## src/rtl/alu_pkg.sv

```systemverilog
// rtl/alu_pkg.sv - shared widths and opcode encodings for the ALU input stage
package alu_pkg;

  localparam int NBITS_DEFAULT  = 8;
  localparam int COD_OP_DEFAULT = 6;

  localparam logic [5:0] ADD = 6'b100000;
  localparam logic [5:0] SUB = 6'b100010;
  localparam logic [5:0] AND = 6'b100100;
  localparam logic [5:0] OR  = 6'b100101;
  localparam logic [5:0] XOR = 6'b100110;
  localparam logic [5:0] NOR = 6'b100111;
  localparam logic [5:0] SRA = 6'b000011;
  localparam logic [5:0] SRL = 6'b000010;

endpackage

```

## src/rtl/btn_debouncer.sv

```systemverilog
// rtl/btn_debouncer.sv - 2-FF synchronizer, stability counter and press pulse for one button
module btn_debouncer #(
  parameter int DEBOUNCE_CYCLES = 1000000
) (
  input  logic clk,
  input  logic rst_n,
  input  logic btn_i,
  output logic pulse_o
);

  localparam int CW = $clog2(DEBOUNCE_CYCLES);
  localparam logic [CW-1:0] CNT_MAX = CW'(DEBOUNCE_CYCLES - 1);

  logic          sync1_q, sync2_q;
  logic          deb_q, deb_d;
  logic [CW-1:0] cnt_q, cnt_d;
  logic          pulse_q, pulse_d;

  // The press pulse is registered alongside the level change, so the load lands one edge later.
  always_comb begin
    deb_d   = deb_q;
    cnt_d   = cnt_q;
    pulse_d = 1'b0;
    if (sync2_q == deb_q) begin
      cnt_d = '0;
    end else if (cnt_q == CNT_MAX) begin
      cnt_d   = '0;
      deb_d   = sync2_q;
      pulse_d = sync2_q;
    end else begin
      cnt_d = cnt_q + CW'(1);
    end
  end

  always_ff @(posedge clk) begin
    if (!rst_n) begin
      sync1_q <= 1'b0;
      sync2_q <= 1'b0;
      deb_q   <= 1'b0;
      cnt_q   <= '0;
      pulse_q <= 1'b0;
    end else begin
      sync1_q <= btn_i;
      sync2_q <= sync1_q;
      deb_q   <= deb_d;
      cnt_q   <= cnt_d;
      pulse_q <= pulse_d;
    end
  end

  assign pulse_o = pulse_q;

endmodule

```

## src/rtl/alu_input_loader.sv

```systemverilog
// rtl/alu_input_loader.sv - latches ALU operands and opcode from switches on debounced presses
module alu_input_loader
  import alu_pkg::*;
#(
  parameter int NBITS           = NBITS_DEFAULT,
  parameter int COD_OP          = COD_OP_DEFAULT,
  parameter int DEBOUNCE_CYCLES = 1000000
) (
  input  logic              clk,
  input  logic              rst_n,
  input  logic [NBITS-1:0]  sw,
  input  logic              btn_A,
  input  logic              btn_B,
  input  logic              btn_OP,
  output logic [NBITS-1:0]  operando_A,
  output logic [NBITS-1:0]  operando_B,
  output logic [COD_OP-1:0] cod_operacion,
  output logic [2:0]        cargado,
  output logic              datos_validos
);

  logic              pulse_a, pulse_b, pulse_op;
  logic [NBITS-1:0]  sw_s1_q, sw_s2_q;
  logic [NBITS-1:0]  a_q, a_d, b_q, b_d;
  logic [COD_OP-1:0] op_q, op_d;
  logic [2:0]        cargado_q, cargado_d;
  logic              dv_q, dv_d;

  btn_debouncer #(.DEBOUNCE_CYCLES(DEBOUNCE_CYCLES)) u_deb_a (
    .clk(clk), .rst_n(rst_n), .btn_i(btn_A), .pulse_o(pulse_a)
  );
  btn_debouncer #(.DEBOUNCE_CYCLES(DEBOUNCE_CYCLES)) u_deb_b (
    .clk(clk), .rst_n(rst_n), .btn_i(btn_B), .pulse_o(pulse_b)
  );
  btn_debouncer #(.DEBOUNCE_CYCLES(DEBOUNCE_CYCLES)) u_deb_op (
    .clk(clk), .rst_n(rst_n), .btn_i(btn_OP), .pulse_o(pulse_op)
  );

  // All channels sample the same synchronized switch word, so simultaneous presses agree.
  always_comb begin
    a_d       = pulse_a  ? sw_s2_q : a_q;
    b_d       = pulse_b  ? sw_s2_q : b_q;
    op_d      = pulse_op ? sw_s2_q[COD_OP-1:0] : op_q;
    cargado_d = cargado_q | {pulse_op, pulse_b, pulse_a};
    dv_d      = &cargado_q;
  end

  always_ff @(posedge clk) begin
    if (!rst_n) begin
      sw_s1_q   <= '0;
      sw_s2_q   <= '0;
      a_q       <= '0;
      b_q       <= '0;
      op_q      <= '0;
      cargado_q <= '0;
      dv_q      <= 1'b0;
    end else begin
      sw_s1_q   <= sw;
      sw_s2_q   <= sw_s1_q;
      a_q       <= a_d;
      b_q       <= b_d;
      op_q      <= op_d;
      cargado_q <= cargado_d;
      dv_q      <= dv_d;
    end
  end

  assign operando_A    = a_q;
  assign operando_B    = b_q;
  assign cod_operacion = op_q;
  assign cargado       = cargado_q;
  assign datos_validos = dv_q;

endmodule

```

## config.mk

```make
export PLATFORM = sky130hd
export DESIGN_NAME = alu_input_loader
export DESIGN_NICKNAME = d
export VERILOG_FILES = /design/src/rtl/alu_pkg.sv /design/src/rtl/btn_debouncer.sv /design/src/rtl/alu_input_loader.sv
export SDC_FILE = /design/constraint.sdc
export NUM_CORES = 1
export LEC_CHECK = 0
export ABC_CLOCK_PERIOD_IN_PS = 3900
export CAP_MARGIN = 40
export CORE_AREA = 8 8 100 102
export DETAILED_ROUTE_END_ITERATION = 16
export DIE_AREA = 0 0 108 110
export GPL_TIMING_DRIVEN = 0
export PLACE_DENSITY_LB_ADDON = 0.2
export SETUP_SLACK_MARGIN = 0.1
export SLEW_MARGIN = 15
export SYNTH_ARGS = -nofsm -noshare
export SYNTH_HDL_FRONTEND = slang
export SYNTH_SLANG_ARGS = --single-unit
export TNS_END_PERCENT = 5
```

## constraint.sdc

```tcl
create_clock -name clk -period 3.9 [get_ports clk]
set_input_delay 1.17 -clock clk [delete_from_list [all_inputs] [get_ports clk]]
set_output_delay 1.17 -clock clk [all_outputs]
set_load 0.05 [all_outputs]
```

==> out/qor.yml, run 1 <==
status:
  status: "finished clean"
cts:
  postCtsHoldBufs: 0
  clkTransAtPathRegs_ns: 0.06
  cts_buffer_depth: 2
  cts_setup_buffers: 0
  cts_sinks: 114
  cts-resized-gates: 0
  htree_levels: 4
  cts_root_buf: "clkbuf_8"
  numCtsBuffers: 17
  insertion_delay_ns: 0.51
  cts_tree: "yes"
critical_path:
  arrival_ns: 1.71
  ff2ff_path_depth: 5
  cp_num_buf_inv: 1
  reg2reg_from: "u_deb_a.cnt_q[16]$_SDFF_PP0_"
  crit_required_ns: 2.73
  cp_max_fo: 3
  r2r_setup_slack_ns: 2.05
  slowest_stage: "clkdlybuf4s50_1"
  cpPeakStageDelay_ns: 0.83
  crit_chain: "clkdlybuf4s50_1"
  cp_top_family: "buffers and inverters"
  timing.rr.end: "u_deb_a.cnt_q[13]$_SDFF_PP0_"
  path_class: "flop to output port"
  worstSetupStartpoint: "cargado[1]$_SDFF_PN0_"
  worst_setup_path_start_kind: "flop"
  end_kind: "output port"
routing:
  drt-pass1-iter-count: 4
  antenna_left: 0
  routed_wl_mm: 9.12
  drc_errors: 0
  viasPerCell: 5.32
  avgRoutedWirePerCell_um: 14.0
  num_vias: 3467
  drt_iter0_markers: 122
logic_synthesis:
  synth_edf_count: 0
  synth_top_cell_area_share_pct: 50.7
  ys_ff_latch: 114
  synth_top_area_cell: "dfxtp_1"
  yosysMostFrequentCell: "dfxtp_1"
  ys_async_sr_fraction_pct: 0
  syn_avg_cell_area_sq_um: 9.49
  ys_seq_area_share_pct: 50.7
  netlist_instances: 474
  netlist_top_cells_area: "dfxtp_1, nor2_1, xor2_1"
  synth_flop_cell: "dfxtp_1"
  synth_cell_types: 39
  ys_warn_count: 0
  synth_common_cells: "dfxtp_1, nor2_1, xor2_1"
  synth_area_sq_mm: 0.00450
  synth_fp_nets: 490
floorplan:
  start_util_pct: 53.1
  io_pins: 39
  die_x_um: 108
  dieArea_sq_mm: 0.0119
  rows: 34
  die_y_um: 110
  coreArea_sq_mm: 0.00847
hold_path:
  min_path_type: "flop to flop"
  hp-start: "sw_s1_q[5]$_SDFF_PN0_"
  hold_depth: 1
  worstHoldEndpoint: "sw_s2_q[5]$_SDFF_PN0_"
sta:
  timing.slew.headroom_pct: 53.4
  tightest_slew_ns: 0.700
  setup_viol: 0
  fin_crit_sh_pct: 73.9
  hold_viol_final: 0
  rsz0062_at_grt: "false"
  clock_skew_ns: 0.00987
  setup_tns_ns: 0
  min_period_ns: 2.88
  final_max_slew_viol_count: 0
  max_freq_mhz: 347
power_and_ir_drop:
  ir_drop_mv: 0.295
  cellLeakagePower_uw: 0.00193
  cellPowerDensity_mw_per_mm2: 485
  total_power_uw: 2710
place:
  dpl-instance-area_sq_mm: 0.00501
  io_buffers: 38
  dp_cells: 620
  hpwl_mm: 6.28
  gp_congestion: 0.824
global_route:
  grt_start_max_net_pins: 17
  grt_pass1_wl_mm: 15.4
  grt_pass1_vias: 3465
  antenna_found_initial: 0
  grt_overflow: 0
  grt_use_total_pct: 16.2
final_layout:
  final_cells: 652
  antennaDiodeCount: 0
  areaGrowthSynthToFinish_pct: 24.3
  drive_gt1_share_pct: 8.82
  fin_nets: 547
  stdcell_area_sq_mm: 0.00559
flow_run:
  cap_violations: 0
[placed cells by master (no fill, tap or decap), drive strengths merged, types with 7 or more instances in the layout]
master         Yosys  routed
o21ai             12      12
or4                9       9
and2              27      27
xor2              29      29
and3               8       8
a21oi             20      20
clkbuf            11      28
inv                8      18
nand4             21      21
dfxtp            114     114
xnor2             10      10
nand2             24      24
and4              10      10
nand3             23      23
clkdlybuf4s50      0      38
buf                9       9
nor2              72      72
mux2i             22      22
or3               10      10
o31ai              7       7
[logic make-up after synthesis]
family                     count (synthesis)  synth area share (%)
and+or+nand+nor                          223                  27.2
xor gates and xnor gates                  39                  7.59
muxes                                     22                  4.90
adders and majority gates                  3                 0.835
buffers and inverters                     28                  2.92
DFF                                      114                  50.7
AOI/OAI and AO/OA                         45                  5.84
[registers in the layout, indices dropped and copies added (netlist names), 3 cells and up]
name            count
sw_s2_q             8
cod_operacion       6
operando_A          8
u_deb_a.cnt_q      20
cargado             3
u_deb_b.cnt_q      20
operando_B          8
u_deb_op.cnt_q     20
sw_s1_q             8
[through the flow]
stage	util, %	hold WS (ns)	setup WS [ns]
2_1_floorplan	-	0.412	1.75
3_3_place_gp	59.2	0.415	0.826
3_5_place_dp	59.2	0.419	0.808
4_1_cts	66.1	0.435	0.980
5_1_grt	66.1	0.448	0.956
6_report	66.1	0.432	1.02
[per-layer routing]
| layer | routed length, um | GRT usage [%] | vias up |
|---|---|---|---|
| met1 | 4180 | 18.2 | 1625 |
| li1 | - | - | 1781 |
| met3 | 274 | 4.53 | 8 |
| met5 | 0 | 0 | - |
| met2 | 4580 | 28.3 | 53 |
| met4 | 87 | 6.64 | 0 |
[worst max path at each step]
stage	to	slack (ns)	cells after the start
2_1_floorplan	cargado[2]$_SDFF_PN0_	1.75	5
3_3_place_gp	operando_A[4]$_SDFFE_PN0P_	0.83	6
3_5_place_dp	operando_A[0]$_SDFFE_PN0P_	0.81	6
4_1_cts	cargado[1]	0.98	1
5_1_grt	cargado[1]	0.96	1
6_report	cargado[1]	1.02	1
[power by group]
group	switching, uW	internal (uW)	total, uW
combinational	19.7	20.6	40.3
sequential	5.40	1180	1180
clock	611	877	1490
[final cells by class]
class	count	area (sq um)
Fill cell	665	2870
Sequential cell	114	2280
Multi-Input combinational cell	332	2080
Clock buffer	17	414
Timing Repair Buffer	38	380
Clock inverter	15	164
Tap cell	108	135
Buffer	20	101
Inverter	8	30.0
(Power assumes the default switching activity.)
==> inputs of run 2 (changes only) <==
ABC_CLOCK_PERIOD_IN_PS = 2500   (was 3900)
CORE_AREA = 8 8 103 105   (was 8 8 100 102)
DIE_AREA = 0 0 111 113   (was 0 0 108 110)
clock period = 2.5 ns   (was 3.9 ns; I/O delays follow)
==> run 2 against run 1 <==
  * Hold slack is essentially flat
  * Total power grew 57%
  * Clock-buffer cell count is the same
==> out/qor.yml, run 2 (synthesis gave the netlist of run 1 again) <==
status:
  status: "finished clean"
cts:
  htree_levels: 4  # unchanged
  cts_buffer_depth: 2  # unchanged
  numCtsBuffers: 17  # unchanged
  cts_root_buf: "clkbuf_8"
  insertion_delay_ns: 0.51  # about the same
  cts_setup_buffers: 0  # unchanged
  cts-resized-gates: 1  # +1
  cts_sinks: 114  # unchanged
  postCtsHoldBufs: 0  # unchanged
  cts_tree: "yes"
  clkTransAtPathRegs_ns: 0.06  # about the same
final_layout:
  areaGrowthSynthToFinish_pct: 25.9
  antennaDiodeCount: 0  # unchanged
  mostFrequentLayoutCells: "dfxtp_1, nor2_1, xor2_1"
  drive_gt1_share_pct: 8.82  # unchanged
  reg_top3: "u_deb_a.cnt_q (20), u_deb_b.cnt_q (20), u_deb_op.cnt_q (20)"
  fin_nets: 547  # unchanged
  final_common_cell: "dfxtp_1"
sta:
  fin_ws_ns: 0.149  # -0.869 ns
  fin_hold_ws_ns: 0.432  # -0.0000170 ns
  final_max_slew_viol_count: 0  # unchanged
  setup_tns_ns: 0  # unchanged
  clock_skew_ns: 0.0117  # +0.00183 ns
  rsz0062_at_grt: "false"
  setup_viol: 0  # unchanged
  hold_viol_final: 0  # unchanged
  fin_crit_sh_pct: 94.0
  timing.slew.headroom_pct: 53.1  # -0.28 points
  max_freq_mhz: 425
  tightest_slew_ns: 0.694  # -0.00556 ns
  min_period_ns: 2.35
critical_path:
  end_kind: "output port"
  worstSetupStartpoint: "datos_validos$_SDFF_PN0_"
  reg2reg_from: "u_deb_a.cnt_q[16]$_SDFF_PP0_"
  cp_max_fo: 1  # -2
  cp_top_family: "buffers and inverters"
  arrival_ns: 1.60  # -0.11 ns
  cp_num_buf_inv: 1  # unchanged
  cpPeakStageDelay_ns: 0.79  # -0.04 ns
  slowest_stage: "clkdlybuf4s50_1"
  r2r_setup_slack_ns: 0.66  # -1.39 ns
  path_class: "flop to output port"
  worst_setup_path_start_kind: "flop"
  timing.rr.end: "u_deb_a.cnt_q[13]$_SDFF_PP0_"
  crit_required_ns: 1.75  # -0.98 ns
  crit_chain: "clkdlybuf4s50_1"
  ff2ff_path_depth: 5  # unchanged
floorplan:
  dieArea_sq_mm: 0.0125  # +5.6%
  die_x_um: 111  # +2.8%
  rows: 35  # +2.9%
  io_pins: 39  # unchanged
  die_y_um: 113  # +2.7%
  start_util_pct: 50.1  # -3.0 points
  coreArea_sq_mm: 0.00898  # +6.0%
hold_path:
  hold_depth: 1  # unchanged
  hp-start: "sw_s1_q[5]$_SDFF_PN0_"
  worstHoldEndpoint: "sw_s2_q[5]$_SDFF_PN0_"
  min_path_type: "flop to flop"
routing:
  avgRoutedWirePerCell_um: 14.5  # +3.9%
  drt-pass1-iter-count: 4  # unchanged
  antenna_left: 0  # unchanged
  viasPerCell: 5.35  # +0.52%
  routed_wl_mm: 9.52  # +4.4%
  drt_iter0_markers: 154  # +26%
  drc_errors: 0  # unchanged
  num_vias: 3501  # +0.98%
place:
  gp_congestion: 0.843  # +2.4%
  hpwl_mm: 6.36  # +1.3%
  io_buffers: 38  # unchanged
  place_ws_ns: -0.159  # -0.967 ns
global_route:
  grt_use_total_pct: 15.6  # -0.58 points
  grt_start_max_net_pins: 17  # unchanged
  antenna_found_initial: 0  # unchanged
  grt_pass1_wl_mm: 16.2  # +4.9%
  grt_overflow: 0  # unchanged
  grt_pass1_vias: 3399  # -1.9%
power_and_ir_drop:
  netSwitchingPower_uw: 948  # +49%
  power_frac_comb_pct: 1.5  # about the same
  p_clk_share_pct: 55.2  # +0.3 points
  cellPowerDensity_mw_per_mm2: 752  # +55%
  cellLeakagePower_uw: 0.00239  # +24%
  switching_share_pct: 22.3  # -1.2 points
  ir_drop_mv: 0.782  # +170%
  power.internal_uw: 3310  # +60%
  seq_power_share_pct: 43.3  # -0.3 points
flow_run:
  cap_violations: 0  # unchanged
-- run 2: metal layers --
metal | track usage, % | vias to the layer above | wire length [um]
li1 | - | 1764 | -
met1 | 17.4 | 1659 | 4160
met2 | 26.0 | 61 | 4850
met3 | 5.08 | 17 | 340
met4 | 8.38 | 0 | 167
met5 | 0 | - | 0
-- run 2: area by class of cell --
class	instances	area (sq um)
clock buffers	17	414
clock inverters	15	171
fillers	746	3320
multi-input cells	332	2080
repair buffers	38	439
well taps	111	139
inverters	8	30.0
flip-flops and latches	114	2280
plain buffers	20	101
-- run 2: worst max path at each step --
stage                                    endpoint  slack [ns]  depth (start not counted)
global placement       operando_B[0]$_SDFFE_PN0P_       -0.17                          6
CTS                                 operando_B[1]        0.02                          1
global route                        datos_validos        0.10                          1
detailed placement  cod_operacion[4]$_SDFFE_PN0P_       -0.16                          6
finish                              datos_validos        0.15                          1
floorplan                   cargado[2]$_SDFF_PN0_        0.77                          5
-- run 2: worst reg2reg max path, delay by kind of cell, from the launching register on --
| kind | cells | cell delay (ns) |
|---|---|---|
| AO/OA/AOI/OAI | 2 | 0.42 |
| buffers and inverters | 1 | 0.13 |
| AND/OR/NAND/NOR | 2 | 0.79 |
| flip-flops | 1 | 0.39 |
-- run 2: power groups by stage --
| stage | Combinational (uW) | Clock, uW | Sequential [uW] |
|---|---|---|---|
| 6_report | 63.0 | 2350 | 1840 |
| 5_1_grt | 69.7 | 2490 | 1850 |
| 4_1_cts | 64.0 | 2390 | 1840 |
| 3_5_place_dp | 63.4 | 0 | 1880 |
| 3_3_place_gp | 62.1 | 0 | 1880 |
| 2_1_floorplan | 33.2 | 0 | 1880 |
-- run 2: metrics by stage --
stage | util, % | instance area [sq um] | power, uW | instances
3_5_place_dp | 55.9 | 5020 | 1950 | 623
3_3_place_gp | 55.9 | 5020 | 1950 | 623
6_report | 63.1 | 5660 | 4260 | 655
2_1_floorplan | - | 4500 | 1910 | 474
4_1_cts | 62.4 | 5600 | 4300 | 655
5_1_grt | 63.1 | 5660 | 4400 | 655
